[src/rtl/uart_rx_fifo.sv]
// uart_rx_fifo
// Receive-side buffer that sits directly after the UART receiver. The receiver
// cannot be stalled, so every rx_dv pulse is either stored or counted as
// dropped. Stored words are presented first-word-fall-through on a valid/ready
// stream. RTS-style flow control is raised when the FIFO is nearly full, and
// sticky overflow plus saturating error counters are kept for host polling.
//
// Ports
//   clk, rst_n        clock, synchronous active-low reset
//   rx_d/rx_dv        received word and its one-cycle strobe
//   rx_parity_ok      parity status qualified by rx_dv
//   m_d/m_perr/m_dv   head word, its parity-error flag, head valid
//   m_dr              consumer ready; a pop happens on m_dv & m_dr
//   level, full       occupancy (0..DEPTH) and level == DEPTH
//   rts_n             1 = sender should pause (level >= AF_LEVEL)
//   overflow          sticky flag: a word was lost because the FIFO was full
//   clr_overflow      one-cycle clear of overflow (a same-cycle set wins)
//   perr_cnt          parity-error words seen, saturating at 255
//   drop_cnt          words discarded (full or parity drop), saturating at 255
module uart_rx_fifo #(
    parameter int NR_BITS   = 8,
    parameter int DEPTH     = 16,
    parameter int AF_LEVEL  = 12,
    parameter int DROP_PERR = 0,
    localparam int AW       = $clog2(DEPTH)
) (
    input  logic               clk,
    input  logic               rst_n,
    input  logic [NR_BITS-1:0] rx_d,
    input  logic               rx_dv,
    input  logic               rx_parity_ok,
    output logic [NR_BITS-1:0] m_d,
    output logic               m_perr,
    output logic               m_dv,
    input  logic               m_dr,
    output logic [AW:0]        level,
    output logic               full,
    output logic               rts_n,
    output logic               overflow,
    input  logic               clr_overflow,
    output logic [7:0]         perr_cnt,
    output logic [7:0]         drop_cnt
);

    // Each entry holds {perr, data}.
    logic [NR_BITS:0]   mem [DEPTH];

    logic [AW-1:0]      wr_ptr_reg;
    logic [AW-1:0]      rd_ptr_reg;
    logic [AW:0]        level_reg;
    logic [AW:0]        level_next;
    logic               rts_n_reg;
    logic               overflow_reg;
    logic [7:0]         perr_cnt_reg;
    logic [7:0]         drop_cnt_reg;

    logic               full_q;
    logic               perr_hit;
    logic               perr_drop;
    logic               full_drop;
    logic               push;
    logic               pop;

    // Full is taken from registered state only, so a pop in the same cycle
    // does not make room for an incoming word.
    assign full_q    = (level_reg == (AW+1)'(DEPTH));
    assign perr_hit  = rx_dv && !rx_parity_ok;
    assign full_drop = rx_dv && full_q;
    assign perr_drop = perr_hit && (DROP_PERR != 0) && !full_q;
    assign push      = rx_dv && !full_q && !((DROP_PERR != 0) && !rx_parity_ok);
    assign pop       = m_dv && m_dr;

    always_comb begin
        level_next = level_reg;
        if (push && !pop) begin
            level_next = level_reg + (AW+1)'(1);
        end else if (pop && !push) begin
            level_next = level_reg - (AW+1)'(1);
        end
    end

    // Storage has no reset; the pointers and level define what is valid.
    always_ff @(posedge clk) begin
        if (push) begin
            mem[wr_ptr_reg] <= {~rx_parity_ok, rx_d};
        end
    end

    always_ff @(posedge clk) begin
        if (!rst_n) begin
            wr_ptr_reg   <= '0;
            rd_ptr_reg   <= '0;
            level_reg    <= '0;
            rts_n_reg    <= 1'b0;
            overflow_reg <= 1'b0;
            perr_cnt_reg <= '0;
            drop_cnt_reg <= '0;
        end else begin
            if (push) begin
                wr_ptr_reg <= wr_ptr_reg + AW'(1);
            end
            if (pop) begin
                rd_ptr_reg <= rd_ptr_reg + AW'(1);
            end
            level_reg <= level_next;
            rts_n_reg <= (level_next >= (AW+1)'(AF_LEVEL));

            // Set has priority over clear.
            if (full_drop) begin
                overflow_reg <= 1'b1;
            end else if (clr_overflow) begin
                overflow_reg <= 1'b0;
            end

            if (perr_hit && perr_cnt_reg != 8'hFF) begin
                perr_cnt_reg <= perr_cnt_reg + 8'd1;
            end
            // A full FIFO and a parity drop never coincide as separate
            // events: one lost word counts once.
            if ((full_drop || perr_drop) && drop_cnt_reg != 8'hFF) begin
                drop_cnt_reg <= drop_cnt_reg + 8'd1;
            end
        end
    end

    assign m_d      = mem[rd_ptr_reg][NR_BITS-1:0];
    assign m_perr   = mem[rd_ptr_reg][NR_BITS];
    assign m_dv     = (level_reg != '0);
    assign level    = level_reg;
    assign full     = full_q;
    assign rts_n    = rts_n_reg;
    assign overflow = overflow_reg;
    assign perr_cnt = perr_cnt_reg;
    assign drop_cnt = drop_cnt_reg;

endmodule

[config.mk]
export PLATFORM = sky130hd
export DESIGN_NAME = uart_rx_fifo
export DESIGN_NICKNAME = d
export VERILOG_FILES = /design/src/rtl/uart_rx_fifo.sv
export SDC_FILE = /design/constraint.sdc
export NUM_CORES = 1
export LEC_CHECK = 0
export CAP_MARGIN = 20
export CORE_MARGIN = 5
export CORE_UTILIZATION = 40
export DETAILED_ROUTE_END_ITERATION = 8
export PLACE_DENSITY = 0.66
export SLEW_MARGIN = 5
export SYNTH_ARGS = -nofsm -noshare
export SYNTH_HDL_FRONTEND = slang
export SYNTH_SLANG_ARGS = --single-unit
export TNS_END_PERCENT = 10
[constraint.sdc]
create_clock -name clk -period 2.2 [get_ports clk]
set_input_delay 0.33 -clock clk [delete_from_list [all_inputs] [get_ports clk]]
set_output_delay 0.33 -clock clk [all_outputs]
set_load 0.01 [all_outputs]
## Word level (Yosys, flattened, before mapping)

Memories as Yosys holds them, arrays and structs flattened. A register that Yosys moved wholly into a read port is not among the register bits.
Index checks and enable logic that the tools add are counted.

- Add/subtract/negate cells: 6
- $lt $le $gt $ge: 1
- Multiplexer cells: 8
- Equality and inequality tests: 3
- Reductions and logical operators: 14
- Bitwise operators: 1

Operators by type and width:

| kind | number |
|---|---|
| 8-bit by 1-bit adder with 8-bit output, second input constant | 2 |
| 8-bit != test, second input constant | 2 |
| 5-bit 2-to-1 mux | 2 |
| 4-bit by 1-bit adder with 4-bit output, second input constant | 2 |
| 1-bit logical AND | 8 |
| 4-bit 2-to-1 mux | 2 |
| 5-bit by 1-bit adder with 5-bit output, second input constant | 1 |
| 5-bit equality test, second input constant | 1 |
| 5-bit by 4-bit >= comparator with 1-bit output, second input constant | 1 |
| 5-bit nonzero test | 1 |
| 5-bit by 1-bit subtractor with 5-bit output, second input constant | 1 |
| 1-bit logical NOT | 4 |
| 1-bit 2-to-1 mux | 4 |
| 2-bit nonzero test | 1 |
| 1-bit inverter | 1 |

- Output and inout port bits: 34
- Input bits: 14
- Memories: 1
- Register bits: 31
- Bits in writable memories: 144

Memory list:

| memory | depth | width | read ports | clocked after Yosys merged registers in | write ports | RTL line | RTL |
|---|---|---|---|---|---|---|---|
| mem | 16 | 9 | 1 | 1 | 1 | 46 | `logic [NR_BITS:0] mem [DEPTH];` |

## Longest topological paths before layout

Gate-level depths: netlist of run 1.

- Depth in word-level cells: 8
- Gate-level depth with buffers: 8
- Mapped depth without buffers: 7

## Worst setup path before layout of run 1

OpenSTA, ideal clock, no wires.

- Path type: flip-flop to flip-flop
- Start point: register level_reg[0], in the netlist level[0]
- End point: memory mem[3][0] (netlist name) (enable)
- Path slack: -329 ps
- Period minus slack after synthesis: 2,529 ps
- Cell stages (with the launch flop): 8
- Arrival time: 2,142 ps
- Setup time: 387 ps
- Required time: 1,813 ps
- Cells stage by stage: dfxtp_1 inv_1 ha_1 nor3b_4 a21boi_2 buf_2 nand2_1 nor3_1

- Word-level cells in the longest chain between the ends: 5

RTL lines:

| element | RTL line | RTL |
|---|---|---|
| start, declared | 50 | `logic [AW:0] level_reg;` |
| start signal, assigned | 105 | `level_reg <= level_next;` |
| 5-bit equality test | 66 | `assign full_q = (level_reg == (AW+1)'(DEPTH));` |
| 1-bit logical NOT | 70 | `assign push = rx_dv && !full_q && !((DROP_PERR != 0) && !rx_parity_ok);` |
| 1-bit logical AND | 70 |  |
| 1-bit 2-to-1 mux | 84 | `if (push) begin` |
| 1-bit 2-to-1 mux (not written as such) | 85 | `mem[wr_ptr_reg] <= {~rx_parity_ok, rx_d};` |
| end, declared | 46 |  |

No other way between the ends.

==> metrics.csv, run 1 <==
stage,metric,value,unit
critical_path,CP max FO,5,
critical_path,CP endpoint kind,output pin,
yosys,largest area contributor in the netlist,edfxtp_1,
yosys,post-synthesis cell count,402,
timing,worst hold slack,0.481,ns
cts,H-tree Lvls,4,
floorplanning,Core ar.,17900,µm²
route,DR DRC count,0,
floorplanning,die width,145,µm
cts,# hold bufs at CTS,0,
timing,FMAX,381,MHz
yosys,Synth Cell Area,7260,µm²
finish,Register Area,5030,µm²
cts,CTS tree,done,
route,per-cell routed wire length,20.7,µm
timing,final setup fails,9,
floorplanning,I/O pin cnt,48,
run_status,status,"complete, but fails checks",
grt,largest net degree at the start of global routing,37,
cts,latest clock arrival within the worst-skew pair,0.42,ns
critical_path,Worst EP required,1.87,ns
critical_path,Setup CP Type,reg -> out,
floorplanning,Die Ht,145,µm
grt,vias in the first global route,4062,
power,leak pwr,0.00298,µW
yosys,syn_nets,425,
power,Tot Pwr,9150,µW
timing,RSZ-0062 raised after global routing,true,
cts,Clock Tree Buf Depth,2,
route,initial DRC count,261,
yosys,"top cells by area, synth","edfxtp_1 (60%), mux4_1 (12%), dfxtp_1 (9.7%)",
timing,Slew HR,0.624,
cts,Root Buffer,clkbuf_16,
yosys,Post-synth EDFFs,144,
power,cell area power density,1020,nW/µm²
timing,setup_tns,-3.47,ns
route,Via density,5.23,
critical_path,CP startpoint kind,flop,
cts,Worst-path clk slew,0.07,ns
yosys,top_reg_cell synth,edfxtp_1,
timing,clk_skew,0.00992,ns
placed_design,Port Buffers,47,
grt,GRT overflow,0,
grt,initial antenna violation count,0,
placed_design,GP Congestion,0.781,
yosys,Netlist cell types,41,
yosys,register area share after synthesis,0.693,
min_path,hold crit path type,reg -> reg,
yosys,Synth Warn #,0,
yosys,Synth top cells by count,"edfxtp_1 (144), nor2_1 (38), dfxtp_1 (35)",
route,DRT Pass-1 Iters,4,
yosys,"count leader, synth",edfxtp_1,
finish,Antenna diodes,0,
timing,Worst Tran Pin Value,0.562,ns
timing,Final Max Tran Viols,0,
grt,first-pass GRT wire length,23.7,mm
timing,final worst path period share,1.19,
run,Max-Cap Viols,0,
route,total number of vias,3842,
floorplanning,Die ar.,20900,µm²
cts,CTS Sinks,179,
finish,"Net count, final",516,
yosys,post-synth top area share,0.596,
route,Detail Route Antenna Nets,0,
timing,"Hold Violations, Final",0,
finish,max reg flops,144,
critical_path,r2r setup slk,0.18,ns
grt,All-Layer GR Usage,0.156,
finish,Synth-to-Final Area Change,23.4,%
yosys,Post-synth ARST share,0,
route,final WL,15.2,mm
finish,final instance area,8950,µm²
floorplanning,row cnt,49,
power,worst vdd ir,0.000717,V
cts,Num CTS Buffers,17,
floorplanning,initial core utilization,0.405,
timing,crit path time final,2.62,ns
yosys,Seq cells post-synth,179,
finish,Multi-input gate area,2020,µm²
placed_design,area post-placement,8260,µm²
placed_design,Post-DP HPWL,9.23,mm
finish,fraction of layout cells with a size suffix above 1,0.263,
yosys,syn_area_per_cell,18.0,µm²
timing,setup ws final,-0.424,ns
critical_path,worst path arrival time,2.29,ns
run_status,failing checks,negative setup slack,
finish,Fillers,1442,
==> worst paths after layout <==
kind	from	to	cells after the start
worst max-delay path	flop	m_d[4]	5
worst min-delay path	overflow	overflow	2
worst max register to register	level[0]	mem[7][5]	7
worst min register to register	overflow	overflow	2
==> routing by layer <==
layer / track usage / wire [µm] / vias up
met3: 0.0447 / 908 / 10
met1: 0.206 / 6680 / 1939
met2: 0.255 / 7490 / 131
li1: - / - / 1762
met4: 0.0407 / 169 / 0
met5: 0 / 0 / -
==> what timing repair did <==
item	4_1_cts	5_1_grt
gates cloned	3	0
setup endpoints to repair	11	11
buffers inserted	6	2
resized for setup	70	9
==> layout by cell type, fill, tap and decap left out, drive strengths merged, types with 8 or more instances in the layout <==
cell	instances
clkdlybuf4s50	36
buf	52
xnor2	11
nor3	8
nand2	18
edfxtp	144
ha	9
nor2	38
dfxtp	35
clkbuf	19
inv	15
xor2	10
mux4	45
==> logic make-up (layout without fill, tap and decap cells) <==
| family | Yosys count | after routing | synth area share |
|---|---|---|---|
| xor+xnor | 21 | 21 | 0.0253 |
| fa+ha+maj | 10 | 10 | 0.0169 |
| buf+inv | 28 | 132 | 0.0207 |
| mux | 47 | 47 | 0.159 |
| compound gates | 23 | 23 | 0.0236 |
| flops | 179 | 179 | 0.693 |
| simple gates | 94 | 94 | 0.0619 |
==> metrics by stage <==
| stage | util | setup slack (ns) | instances |
|---|---|---|---|
| 2_1_floorplan | - | -0.0911 | 402 |
| 3_3_place_gp | 0.461 | -0.279 | 692 |
| 3_5_place_dp | 0.461 | -0.298 | 692 |
| 4_1_cts | 0.500 | -0.452 | 733 |
| 5_1_grt | 0.500 | -0.487 | 735 |
| 6_report | 0.500 | -0.424 | 735 |
==> report_power, final <==
group	switching [µW]	internal, µW	total [µW]	leakage [µW]
clock network	1320	1820	3150	0.000303
logic	867	1280	2150	0.00110
registers	100	3750	3850	0.00159
total	2290	6860	9150	0.00298
==> cell type report <==
class | instances | share of cell area
Clock buffer | 17 | 0.0475
Sequential cell | 179 | 0.562
Timing Repair Buffer | 90 | 0.107
Inverter | 10 | 0.00419
Tap cell | 229 | 0.0320
Multi-Input combinational cell | 195 | 0.226
Clock inverter | 15 | 0.0219
==> worst max-delay path, stage by stage (launching register included) <==
cell	delay [ns]
dfxtp_4	0.43
buf_12	0.14
buf_16	0.12
mux4_2	0.50
mux4_2	0.52
buf_6	0.15
(Power assumes the default switching activity.)
==> run 2, diff against run 1 <==
--- a/config.mk
+++ b/config.mk
@@ -6,10 +6,12 @@
 export NUM_CORES = 1
 export LEC_CHECK = 0
 export CAP_MARGIN = 20
+export CELL_PAD_IN_SITES_DETAIL_PLACEMENT = 0
+export CELL_PAD_IN_SITES_GLOBAL_PLACEMENT = 1
 export CORE_MARGIN = 5
 export CORE_UTILIZATION = 40
 export DETAILED_ROUTE_END_ITERATION = 8
-export PLACE_DENSITY = 0.66
+export PLACE_DENSITY = 0.73
 export SLEW_MARGIN = 5
 export SYNTH_ARGS = -nofsm -noshare
 export SYNTH_HDL_FRONTEND = slang
==> constraint.sdc (replaced) <==
create_clock -name clk -period 2.1 [get_ports clk]
set_input_delay 0.315 -clock clk [delete_from_list [all_inputs] [get_ports clk]]
set_output_delay 0.315 -clock clk [all_outputs]
set_load 0.01 [all_outputs]
==> run 2 against run 1 <==
The run still ends with negative setup slack left. Critical path depth is the same. Combinational power is essentially flat. Total power decreased by 0.27%. Non-clock buffer count is 4 higher. Die area unchanged. Sequential share of layout area down 0.50 points. Register-to-register slack about the same. Via count rose by 1.4%. Wire length shrank 2.0%. Flip-flop and latch count is the same. Worst setup slack worse by 0.044 ns. Clock power shrank 6%. Critical path type unchanged. Critical endpoint unchanged.
==> metrics.csv, run 2 (same netlist as run 1, synthesis figures left out) <==
stage,metric,value,unit
run_status,status,"complete, but fails checks",
run_status,failing checks,negative setup slack,
finish,most frequent cells in the layout,"edfxtp_1 (144), clkdlybuf4s50_1 (36), dfxtp_1 (33)",
critical_path,Setup CP Type,reg -> out,
route,total number of vias,3894,
critical_path,worst path arrival time,2.25,ns
min_path,hold crit path type,reg -> reg,
timing,setup ws final,-0.468,ns
critical_path,Worst EP required,1.78,ns
timing,final worst path period share,1.22,
cts,H-tree Lvls,4,
floorplanning,Die Ht,145,µm
timing,setup_tns,-3.97,ns
critical_path,CP peak stage delay,0.55,ns
grt,initial antenna violation count,0,
timing,Slew HR,0.594,
finish,"Net count, final",520,
critical_path,r2r startpoint,level[0],
power,cell area power density,1010,nW/µm²
route,DRT Pass-1 Iters,4,
grt,GRT overflow,0,
route,DR DRC count,0,
timing,Final Max Tran Viols,0,
critical_path,r2r setup slk,0.18,ns
timing,Worst Tran Pin Value,0.607,ns
floorplanning,I/O pin cnt,48,
cts,Num CTS Buffers,17,
placed_design,Post-DP HPWL,9.59,mm
grt,first-pass GRT wire length,23.2,mm
cts,latest clock arrival within the worst-skew pair,0.42,ns
route,per-cell routed wire length,20.2,µm
route,initial DRC count,249,
floorplanning,Core ar.,17900,µm²
cts,Root Buffer,clkbuf_16,
power,worst vdd ir,0.000601,V
cts,CTS tree,done,
floorplanning,die width,145,µm
floorplanning,row cnt,49,
finish,Antenna diodes,0,
critical_path,Worst Setup EP,m_d[4],
timing,final setup fails,10,
critical_path,CP endpoint kind,output pin,
critical_path,Buf/Inv on CP,3,
route,Via density,5.28,
route,final WL,14.9,mm
placed_design,GP Congestion,0.789,
timing,"Hold Violations, Final",0,
cts,Worst-path clk slew,0.06,ns
cts,# hold bufs at CTS,0,
finish,"most common cell after layout, fill and taps aside",edfxtp_1,
critical_path,CP Cell Sequence,clkbuf_16 > buf_4 > mux4_1 > mux4_2 > buf_6,
timing,clk_skew,0.00992,ns
critical_path,Worst Reg2Reg Path Length in Cells,7,
grt,All-Layer GR Usage,0.151,
finish,fraction of layout cells with a size suffix above 1,0.269,
critical_path,critical path's top delay family,multiplexers,
finish,Synth-to-Final Area Change,24.5,%
power,leak pwr,0.00299,µW
critical_path,"Slowest-stage cell, CP",mux4_1,
critical_path,CP startpoint kind,flop,
timing,FMAX,389,MHz
grt,vias in the first global route,4005,
timing,crit path time final,2.57,ns
grt,largest net degree at the start of global routing,26,
critical_path,RR Endpoint,mem[1][1],
floorplanning,initial core utilization,0.405,
critical_path,CP Depth,5,
power,Tot Pwr,9120,µW
timing,RSZ-0062 raised after global routing,true,
floorplanning,Die ar.,20900,µm²
finish,max reg flops,144,
run,Max-Cap Viols,0,
critical_path,CP max FO,4,
route,Detail Route Antenna Nets,0,
cts,Clock Tree Buf Depth,2,
cts,CTS Sinks,179,
min_path,hold_sp,overflow,
placed_design,Port Buffers,47,
-- run 2: through the flow --
stage	std cells	worst slack, ns	hold WS (ns)	utilization	cell area, µm²
after floorplan	402	-0.0837	0.414	-	7320
after global placement	698	-0.408	0.464	0.471	8440
after detailed placement	698	-0.420	0.481	0.471	8440
after CTS	737	-0.498	0.498	0.503	9010
after global routing	738	-0.537	0.536	0.505	9040
final	738	-0.468	0.493	0.505	9040
-- run 2: worst min path at each step --
stage          slack [ns]             to  cells after the start
2_1_floorplan        0.41      mem[0][0]                      0
3_3_place_gp         0.46       overflow                      2
3_5_place_dp         0.48       overflow                      2
4_1_cts              0.50       overflow                      2
5_1_grt              0.54  rd_ptr_reg[1]                      2
6_report             0.49       overflow                      2
-- run 2: what timing repair did --
| action | CTS | global route |
|---|---|---|
| pin swaps | 0 | 0 |
| setup endpoints to repair | 11 | 11 |
| setup buffers | 8 | 0 |
| gates cloned | 0 | 1 |
| gates resized for setup | 55 | 14 |
-- run 2: layer usage --
layer,global-route usage,up-vias,share of wire
li1,-,1773,-
met1,0.206,1985,0.45
met2,0.241,124,0.48
met3,0.0457,12,0.063
met4,0.0398,0,0.011
met5,0,-,0
-- run 2: where the power goes --
| group | switching, µW | total (µW) | leakage [µW] | internal [µW] |
|---|---|---|---|---|
| registers | 98.6 | 4030 | 0.00159 | 3940 |
| logic | 885 | 2120 | 0.00114 | 1230 |
| clock network | 1330 | 2970 | 0.000268 | 1650 |
-- run 2: worst reg2reg max path, delay by kind of cell (launching register included) --
family,cells,cell delay (ns)
flops,1,0.32
compound gates,1,0.26
buf+inv,2,0.28
simple gates,3,0.57
fa+ha+maj,1,0.20
-- run 2: final cells by class --
cell class | count | area (µm²)
repair buffers | 94 | 1040
flip-flops and latches | 179 | 5030
multi-input cells | 195 | 2090
well taps | 229 | 287
clock inverters | 13 | 125
inverters | 10 | 37.5
fillers | 1486 | 8870
clock buffers | 18 | 429
==> RTL change 1 (config.mk and constraints of run 1) <==
Change the parameter `NR_BITS` from 8 to 9.
--- a/src/rtl/uart_rx_fifo.sv
+++ b/src/rtl/uart_rx_fifo.sv
@@ -20,3 +20,3 @@
 module uart_rx_fifo #(
-    parameter int NR_BITS   = 8,
+    parameter int NR_BITS   = 9,
     parameter int DEPTH     = 16,
Interface: changed (resized m_d and rx_d); port bits go from 48 to 50. No check against the original RTL was run, so the function may have changed too.
==> RTL change 1 against run 1 <==
The run still ends with negative setup slack left. Synthesized area increased by 8.4%. Non-clock buffer count is 4 higher. Hold slack worse by 5.5 ps. Cell area grew 6.6%. Sequential cell count increased by 16. Setup slack better by 44 ps. First-iteration DRC count increased by 11%. Routed wire length grew 6.0%. Total power increased by 1.1%. Die area increased by 7.8%. Maximum frequency up 1.7%. Final cell count up 8.2%. Largest cell class unchanged. Largest power group unchanged.
==> RTL change 1: results <==
group,metric,value,unit
outcome,status,"finished with violations",
outcome,violations_in_the_final_reports,"negative setup slack",
logic_synthesis,cell_types_with_the_highest_counts_after_synthesis,"sky130_fd_sc_hd__edfxtp_1, sky130_fd_sc_hd__nor2_1, sky130_fd_sc_hd__dfxtp_1, sky130_fd_sc_hd__mux4_1, sky130_fd_sc_hd__mux4_2",
placement,place.gp.congestion,0.779,
placement,io_buffers,49,
timing,setup_violations,10,
logic_synthesis,synth_adder_area_share,1.56,%
logic_synthesis,postSynthNetCount,448,
timing,setup_slack,-380,ps
timing,fin_worst_skew,9.17,ps
timing,setup-tns-final,-3480,ps
logic_synthesis,synth_compound_area_share,2.20,%
global_routing,grtUsageTotal,15.3,%
route,dr.pass1.iters,5,
placement,detailed_place_hpwl,10.5,mm
logic_synthesis,post_synth_inst_count,424,
power,power-per-cell-area,969,nW/um^2
cells_and_area,largest_reg_flops,160,
placement,pre_cts_setup_slack,-317,ps
logic_synthesis,synth_edf_count,160,
logic_synthesis,ys_top_cells_by_area,"sky130_fd_sc_hd__edfxtp_1, sky130_fd_sc_hd__mux4_1, sky130_fd_sc_hd__dfxtp_1",
logic_synthesis,muxShareOfSynthArea,16.1,%
global_routing,grt_pass1_vias,4381,
global_routing,grt_pass1_wl,25.4,mm
critical_path,worst-endpoint-arrival,2250,ps
placement,placedInstanceArea,8940,sq um
logic_synthesis,register_area_share_after_synthesis,70.0,%
route,wirelength,16.2,mm
route,num_vias,4062,
-- RTL change 1: cell types whose count changed in the layout (fill, tap and decap cells not counted), sizes merged --
cell / run 1 / this run
clkdlybuf4s50: 36 / 37
edfxtp: 144 / 160
inv: 15 / 14
buf: 52 / 55
bufinv: 3 / 0
clkinvlp: 2 / 3
clkinv: 5 / 6
clkdlybuf4s15: 0 / 1
mux4: 45 / 50
-- RTL change 1: worst paths after layout --
check | to | slack [ps] | cells after the start
hold / removal | overflow | 480 | 2
setup reg to reg | level[1] | 190 | 7
hold reg to reg | overflow | 480 | 2
setup / recovery | m_d[5] | -380 | 5
-- RTL change 1: area by class of cell --
type | instances | share of cell area [%]
Clock buffer | 18 | 4.50
Tap cell | 265 | 3.47
Multi-Input combinational cell | 200 | 22.3
Timing Repair Buffer | 94 | 10.5
Sequential cell | 195 | 57.7
Inverter | 10 | 0.393
Clock inverter | 13 | 1.06
-- RTL change 1: where the power goes --
group / switching (W) / internal (W)
Sequential: 0.0000938 / 0.00409
Clock: 0.00130 / 0.00146
Combinational: 0.000950 / 0.00135
Total: 0.00235 / 0.00690
-- RTL change 1: worst min-delay path, cell delays in order, from the launching register on --
cell and delay, ps:
sky130_fd_sc_hd__dfxtp_1 310, sky130_fd_sc_hd__nand2b_1 60, sky130_fd_sc_hd__a21oi_1 60
-- RTL change 1: layer usage --
metal	vias up	share of wire (%)
met4	0	1.4
met3	11	8.2
met1	2043	40
met2	152	50
met5	-	0
li1	1856	-
-- RTL change 1: timing repair --
| item | in CTS | in global routing |
|---|---|---|
| gates cloned | 3 | 0 |
| buffers inserted | 4 | 0 |
| hold buffers | 0 | 0 |
| gates resized for setup | 88 | 8 |
| setup endpoints to repair | 12 | 13 |
==> RTL change 2 (flow settings as in run 1) <==
Made on the original files. Reset style: asynchronous (`rst_n`), changed in one clocked block. Comments in the files are not updated.
--- a/src/rtl/uart_rx_fifo.sv
+++ b/src/rtl/uart_rx_fifo.sv
@@ -88,3 +88,3 @@
 
-    always_ff @(posedge clk) begin
+    always_ff @(posedge clk or negedge rst_n) begin
         if (!rst_n) begin
Function: differs if rst_n is asserted again (counterexample within 4 cycles, from zero or initial values and one cycle with rst_n low); with rst_n held inactive, the same outputs for 10 cycles.
==> RTL change 2 against run 1 <==
The flow still finishes with violations (negative setup slack). Synthesized area decreased by 3.3%. Setup slack got worse by 0.68 ps. Sequential cell count decreased by 4. Cell area decreased by 0.92%. Final cell count decreased by 4.9%. Maximum frequency about the same. Routed wire length decreased by 5.1%. Total power increased by 20%. Largest power group unchanged. Highest routed layer unchanged.
==> RTL change 2: results <==
group,metric,value,unit
cells_and_area,clock_area_share,6.38,%
cells_and_area,nonClockBufferCount,99,
timing,slew_headroom,57.8,%
cells_and_area,nFillCells,1365,
logic_synthesis,postSynthNetCount,378,
clock_network,cts_setup_buffers,7,
timing,fin_worst_skew,10.4,ps
outcome,status,"finished with violations",
cells_and_area,multi_input_comb_area,1860,sq um
route,num_vias,3623,
worst_hold_path,hold_class,"in -> async",
logic_synthesis,synth_area_per_cell,19.8,sq um
global_routing,grtUsageTotal,15.4,%
global_routing,grt_pass1_vias,3914,
cells_and_area,seq-cell-share,57.5,%
cells_and_area,drive_above_1_share,33.2,%
floorplan,tapcells,225,
cells_and_area,clockBufferCount,18,
cells_and_area,bufAreaShareNonClock,11.4,%
timing,setup_slack,-425,ps
route,wirelength_met1,6.58,mm
route,drtIter0Drc,258,
timing,setup_violations,9,
placement,placed_insts,658,
global_routing,groute.layer.met3.usage,4.27,%
route,met2WireLength,7.05,mm
outcome,violations_in_the_final_reports,"negative setup slack",
logic_synthesis,synth_adder_area_share,1.61,%
placement,pre_cts_setup_slack,-345,ps
power,p_total,0.0110,W
placement,detailed_place_hpwl,9.78,mm
timing,setup-tns-final,-3600,ps
logic_synthesis,register_area_share_after_synthesis,72.7,%
logic_synthesis,cell_types_with_the_highest_counts_after_synthesis,"sky130_fd_sc_hd__edfxtp_1, sky130_fd_sc_hd__mux4_2, sky130_fd_sc_hd__dfrtp_1, sky130_fd_sc_hd__xnor2_1, sky130_fd_sc_hd__nand2_1",
clock_network,cts_repair_resize_count,52,
power,p_switching,0.00321,W
logic_synthesis,synth-xor-area-share,2.87,%
cells_and_area,n_antenna_cell,1,
## RTL change 2: changes by cell type after synthesis, moves of 4 or more
cell	run 1	this run
sky130_fd_sc_hd__dfxtp_1	35	0
sky130_fd_sc_hd__dfrtp_1	0	31
sky130_fd_sc_hd__xor2_1	10	5
sky130_fd_sc_hd__o21ai_0	5	1
sky130_fd_sc_hd__mux4_1	32	0
sky130_fd_sc_hd__xnor2_1	11	18
sky130_fd_sc_hd__nor3_1	8	4
sky130_fd_sc_hd__nand2_1	18	14
sky130_fd_sc_hd__nor2_1	38	10
sky130_fd_sc_hd__mux4_2	13	45
sky130_fd_sc_hd__a21oi_1	7	2
## RTL change 2: worst paths after layout
kind / end / slack (ps)
min in group clk: overflow / 490
worst min register to register: drop_cnt[7] / 500
worst max-delay path: m_d[0] / -420
worst max register to register: rts_n / 180
max in group asynchronous: rd_ptr_reg[0] / 1570
worst min-delay path: overflow / 310
